[config.mk]
export PLATFORM = sky130hd
export DESIGN_NAME = alu_issue_unit
export DESIGN_NICKNAME = d
export VERILOG_FILES = /design/src/rtl/alu_issue_unit.sv
export SDC_FILE = /design/constraint.sdc
export NUM_CORES = 1
export LEC_CHECK = 0
export CORE_MARGIN = 5
export CORE_UTILIZATION = 30
export CTS_CLUSTER_DIAMETER = 40
export CTS_CLUSTER_SIZE = 12
export DETAILED_ROUTE_END_ITERATION = 10
export PLACE_DENSITY = 0.57
export SYNTH_ARGS = -nofsm -noshare
export SYNTH_HDL_FRONTEND = slang
export SYNTH_SLANG_ARGS = --single-unit
[constraint.sdc]
create_clock -name clk -period 7.35 [get_ports clk]
set_clock_uncertainty 0.2 [all_clocks]
set_input_delay 2.205 -clock clk [delete_from_list [all_inputs] [get_ports clk]]
set_output_delay 2.205 -clock clk [all_outputs]
set_load 0.05 [all_outputs]
[src/rtl/alu_issue_unit.sv]
// Issue/writeback stage in front of the ALU: owns an 8-entry register file, drives
// registered ALU operands and writes back the result, multiplier high byte and flags.
module alu_issue_unit #(
   parameter logic [3:0] MUL_FUNC = 4'd4,
   parameter int         REG_W    = 8
) (
   input  logic             clk,
   input  logic             rst_n,
   input  logic             instr_valid,
   output logic             instr_ready,
   input  logic [3:0]       instr_func,
   input  logic [2:0]       instr_rs1,
   input  logic [2:0]       instr_rs2,
   input  logic [2:0]       instr_rd,
   input  logic             instr_wb,
   input  logic             ld_valid,
   input  logic [2:0]       ld_addr,
   input  logic [REG_W-1:0] ld_data,
   output logic [REG_W-1:0] alu_a,
   output logic [REG_W-1:0] alu_b,
   output logic [3:0]       alu_fsel,
   input  logic [REG_W-1:0] alu_result,
   input  logic [REG_W-1:0] alu_mul_high,
   input  logic [3:0]       alu_sreg,
   output logic [3:0]       sreg,
   output logic             retired,
   input  logic [2:0]       dbg_addr,
   output logic [REG_W-1:0] dbg_data
);

   typedef enum logic [1:0] {
      S_IDLE  = 2'd0,
      S_EXEC  = 2'd1,
      S_WB_HI = 2'd2
   } state_t;

   state_t           r_state;
   state_t           w_state_next;
   logic [REG_W-1:0] r_rf [8];
   logic [REG_W-1:0] r_alu_a;
   logic [REG_W-1:0] r_alu_b;
   logic [3:0]       r_alu_fsel;
   logic [2:0]       r_rd;
   logic             r_wb;
   logic [REG_W-1:0] r_hold;
   logic [3:0]       r_sreg;
   logic             r_retired;

   logic             w_accept;
   logic             w_is_mul_wb;
   logic             w_wb_en;
   logic [2:0]       w_wb_addr;
   logic [REG_W-1:0] w_wb_data;
   logic             w_retire;
   logic [7:0]       w_rf_we;
   logic [REG_W-1:0] w_rf_wdata [8];

   assign instr_ready = (r_state == S_IDLE) && !ld_valid;
   assign w_accept    = instr_valid && instr_ready;
   // alu_fsel doubles as the latched function code of the in-flight instruction
   assign w_is_mul_wb = r_wb && (r_alu_fsel == MUL_FUNC);

   always_comb begin
      w_state_next = r_state;
      w_wb_en      = 1'b0;
      w_wb_addr    = r_rd;
      w_wb_data    = alu_result;
      w_retire     = 1'b0;
      case (r_state)
         S_IDLE: begin
            if (w_accept) begin
               w_state_next = S_EXEC;
            end
         end
         S_EXEC: begin
            w_wb_en = r_wb;
            if (w_is_mul_wb) begin
               w_state_next = S_WB_HI;
            end else begin
               w_state_next = S_IDLE;
               w_retire     = 1'b1;
            end
         end
         S_WB_HI: begin
            w_wb_en      = 1'b1;
            w_wb_addr    = r_rd + 3'd1;
            w_wb_data    = r_hold;
            w_retire     = 1'b1;
            w_state_next = S_IDLE;
         end
         default: begin
            w_state_next = S_IDLE;
         end
      endcase
   end

   // Writeback has priority over a same-edge load to the same register
   genvar gi;
   generate
      for (gi = 0; gi < 8; gi++) begin : g_rf_wr
         always_comb begin
            w_rf_we[gi]    = 1'b0;
            w_rf_wdata[gi] = ld_data;
            if (w_wb_en && (w_wb_addr == 3'(gi))) begin
               w_rf_we[gi]    = 1'b1;
               w_rf_wdata[gi] = w_wb_data;
            end else if (ld_valid && (ld_addr == 3'(gi))) begin
               w_rf_we[gi] = 1'b1;
            end
         end
      end
   endgenerate

   always_ff @(posedge clk or negedge rst_n) begin
      if (!rst_n) begin
         for (int i = 0; i < 8; i++) begin
            r_rf[i] <= '0;
         end
      end else begin
         for (int i = 0; i < 8; i++) begin
            if (w_rf_we[i]) begin
               r_rf[i] <= w_rf_wdata[i];
            end
         end
      end
   end

   always_ff @(posedge clk or negedge rst_n) begin
      if (!rst_n) begin
         r_state    <= S_IDLE;
         r_alu_a    <= '0;
         r_alu_b    <= '0;
         r_alu_fsel <= '0;
         r_rd       <= '0;
         r_wb       <= 1'b0;
         r_hold     <= '0;
         r_sreg     <= '0;
         r_retired  <= 1'b0;
      end else begin
         r_state   <= w_state_next;
         r_retired <= w_retire;
         if (w_accept) begin
            r_alu_a    <= r_rf[instr_rs1];
            r_alu_b    <= r_rf[instr_rs2];
            r_alu_fsel <= instr_func;
            r_rd       <= instr_rd;
            r_wb       <= instr_wb;
         end
         if (r_state == S_EXEC) begin
            r_sreg <= alu_sreg;
            if (w_is_mul_wb) begin
               r_hold <= alu_mul_high;
            end
         end
      end
   end

   assign alu_a    = r_alu_a;
   assign alu_b    = r_alu_b;
   assign alu_fsel = r_alu_fsel;
   assign sreg     = r_sreg;
   assign retired  = r_retired;
   assign dbg_data = r_rf[dbg_addr];

endmodule

==> metrics.txt <==
run status=finished, final reports clean; FF+latch count, synth=103; number of enable flip-flop cells after synthesis=0; CTS Buf Count=9; nets in the synthesized netlist=571; Detailed Place HPWL=13.6 mm; count of inserted antenna diode cells=0; Final Slew Violations=0; fin crit share=0.894; highest fanout seen on the critical path=16; RSZ-0062 raised after global routing=no; cell chosen for the clock root=clkbuf_16; drt pass-1 iters=4; Critical Path Start Type=input pin; Die Outline Area=24200 um^2; number of antenna violations at the first check in global routing=2; top cells by area, synth=dfrtp_1 40%, mux2i_1 27%, mux2_2 11%, mux4_2 5.7%, a221o_1 2.5%; synthesized netlist cell count=512; number of cell rows=53; Final TNS setup=0 ps; number of buffers inserted to repair setup after CTS=0; CP Capture Type=output port; maximum root-to-sink buffer count=2; antenna viol nets, final=0; layer with the highest usage=met2; fraction of met1 tracks used by global routing=0.208; final worst path period need=~6600 ps; GR Util met2=0.240; all-layer global routing usage=0.151; initial core utilization=0.304; GPL Wtd Cong=between 0.8 and 0.9; Synth Area per Inst=approximately 12 um^2; Yosys warning total=0; clock input transition at the sequential cells of the worst setup and hold paths=70 ps; Ports=86; Synth async-reset ratio=1.00; insertion delay to the later sink of the worst-skew pair=350 ps; met3 Track Usage GR=0.0350; IO Port Bufs=85; Final Total Pwr=3.05 mW; top_reg_cell synth=dfrtp_1; Congestion Overflow GR=0; area of the mapped netlist=6370 um^2; final design instance area without fill=7700 um^2; TritonCTS clock tree=done; fraction of final layout cells with drive strength greater than 1=0.202; drt first-iter violations=316; number of different library cells in the post-synthesis netlist=37; Worst slew margin=0.367; leakage power summed over all cells=3.34 nW; Final Hold Violating Endpoints=0; sequential element share of the synthesized area=0.405; die width=156 um; Final Net Count=roughly 640; startpoint-to-endpoint class of the critical path=input pin to output port; total DRC errors in the routed layout=0; area growth from synthesis to layout=20.8%; cts repair resizes=0; maximum operating frequency=152 MHz; actual transition at the worst max-transition pin=945 ps; TritonCTS sink count=103; critical path required time=~5000 ps; Crit path arrival time=4170 ps; worst supply voltage drop on vdd=0.000131 V; cts hold-fix bufs=0; total power per unit cell area=396 nW/um^2; pin count of the biggest net entering global routing=66; wire length of the first global-routing pass=28.3 mm; Total Wirelength=between 15 and 20 mm; top cell type's share of synthesized area=0.405; final setup fails=0; vias after detailed routing=4452; maximum level of the CTS H-tree=3; number of max-cap violations=0; Placeable Area=21000 um^2; largest area contributor in the synthesized netlist=dfrtp_1; via count of the first global-routing pass=4770; die height=156 um; detailed-route wire length per cell=roughly 21 um; instance area at placement=7410 um^2; min-delay worst type=flop to flop; via count normalized by instance count=5.21
==> layout make-up <==
cell class / count / area (um^2)
flip-flops and latches: 103 / 2580
clock inverters: 2 / 13.8
repair buffers: 93 / 888
clock buffers: 13 / 270
well taps: 275 / 344
inverters: 2 / 7.51
multi-input cells: 367 / 3590
fillers: 2036 / 13300
==> flip-flops by register name (all words and copies together) (netlist names) <==
| name | flops |
|---|---|
| alu_a | 8 |
| alu_b | 8 |
| alu_fsel | 4 |
| r_hold | 8 |
| r_rd | 3 |
| r_rf | 64 |
| r_state | 2 |
| r_wb | 1 |
| retired | 1 |
| sreg | 4 |
==> report_power, final <==
| part | switching [mW] | internal, mW | leakage, nW | total, mW |
|---|---|---|---|---|
| Sequential | 0.283 | 0.851 | 1.23 | 1.13 |
| Combinational | 0.783 | 0.657 | 1.97 | 1.44 |
| Clock | 0.216 | 0.257 | 0.142 | 0.473 |
==> cell families (layout without fill, tap and decap cells) <==
logic type,Yosys count,after routing,share of synthesized area
mux,247,247,0.432
flops,103,103,0.405
simple gates,59,59,0.0584
compound gates,53,53,0.0593
buf+inv,42,110,0.0308
fa+ha+maj,7,7,0.0138
xor+xnor,1,1,0.00138
==> cells in the mapped netlist (2+ instances only) <==
cell / n
nor2b_1: 4
mux4_2: 16
buf_2: 12
clkbuf_1: 14
nor2_8: 2
nor4b_1: 2
ha_1: 7
buf_1: 8
o21ai_0: 16
dfrtp_1: 103
nor2_1: 3
nand2b_1: 4
mux2_2: 61
nand4b_1: 3
a221o_1: 16
buf_4: 4
o22ai_1: 16
mux2i_1: 170
inv_1: 2
nor3b_1: 5
nand3b_1: 3
nand2_1: 25
nor2_2: 2
==> cell usage in the layout, fill, tap and decap left out, drive strengths merged, types with 13 or more instances in the layout <==
cell / netlist / final
o21ai: 16 / 16
o22ai: 16 / 16
mux2: 61 / 61
mux2i: 170 / 170
mux4: 16 / 16
clkbuf: 15 / 13
dfrtp: 103 / 103
clkdlybuf4s50: 0 / 76
nand2: 25 / 25
buf: 25 / 17
a221o: 16 / 16
==> stage by stage <==
step / utilization / setup WS, ps / cells / hold slack [ps]
detailed placement: 0.354 / 783 / 840 / 274
global route: 0.367 / 712 / 855 / 304
finish: 0.367 / 777 / 855 / 285
global placement: 0.354 / 827 / 840 / 272
floorplan: - / 1310 / 512 / 279
CTS: 0.367 / 771 / 855 / 290
==> metal layers <==
layer  part of all wire  vias to the layer above
met3              0.046                       17
met1               0.47                     2275
met5             0.0013                        -
li1                   -                     2061
met4              0.013                        4
met2               0.47                       95
==> worst max-delay path, cell delays in order <==
cell,delay (ps)
clkdlybuf4s50_1,1020
mux4_2,420
mux2_2,310
buf_4,200
==> final timing paths <==
path	start	to	slack, ps	depth (start not counted)
worst max-delay path	dbg_addr[1]	dbg_data[2]	780	4
worst min-delay path	alu_a[3]	alu_a[3]	290	2
worst max register to register	r_state[0]	r_rf[40]	4420	6
worst min register to register	alu_a[3]	alu_a[3]	290	2
max in group asynchronous	rst_n	r_rf[26]	4100	2
min in group asynchronous	rst_n	alu_b[7]	1780	1
(Power assumes the default switching activity.)
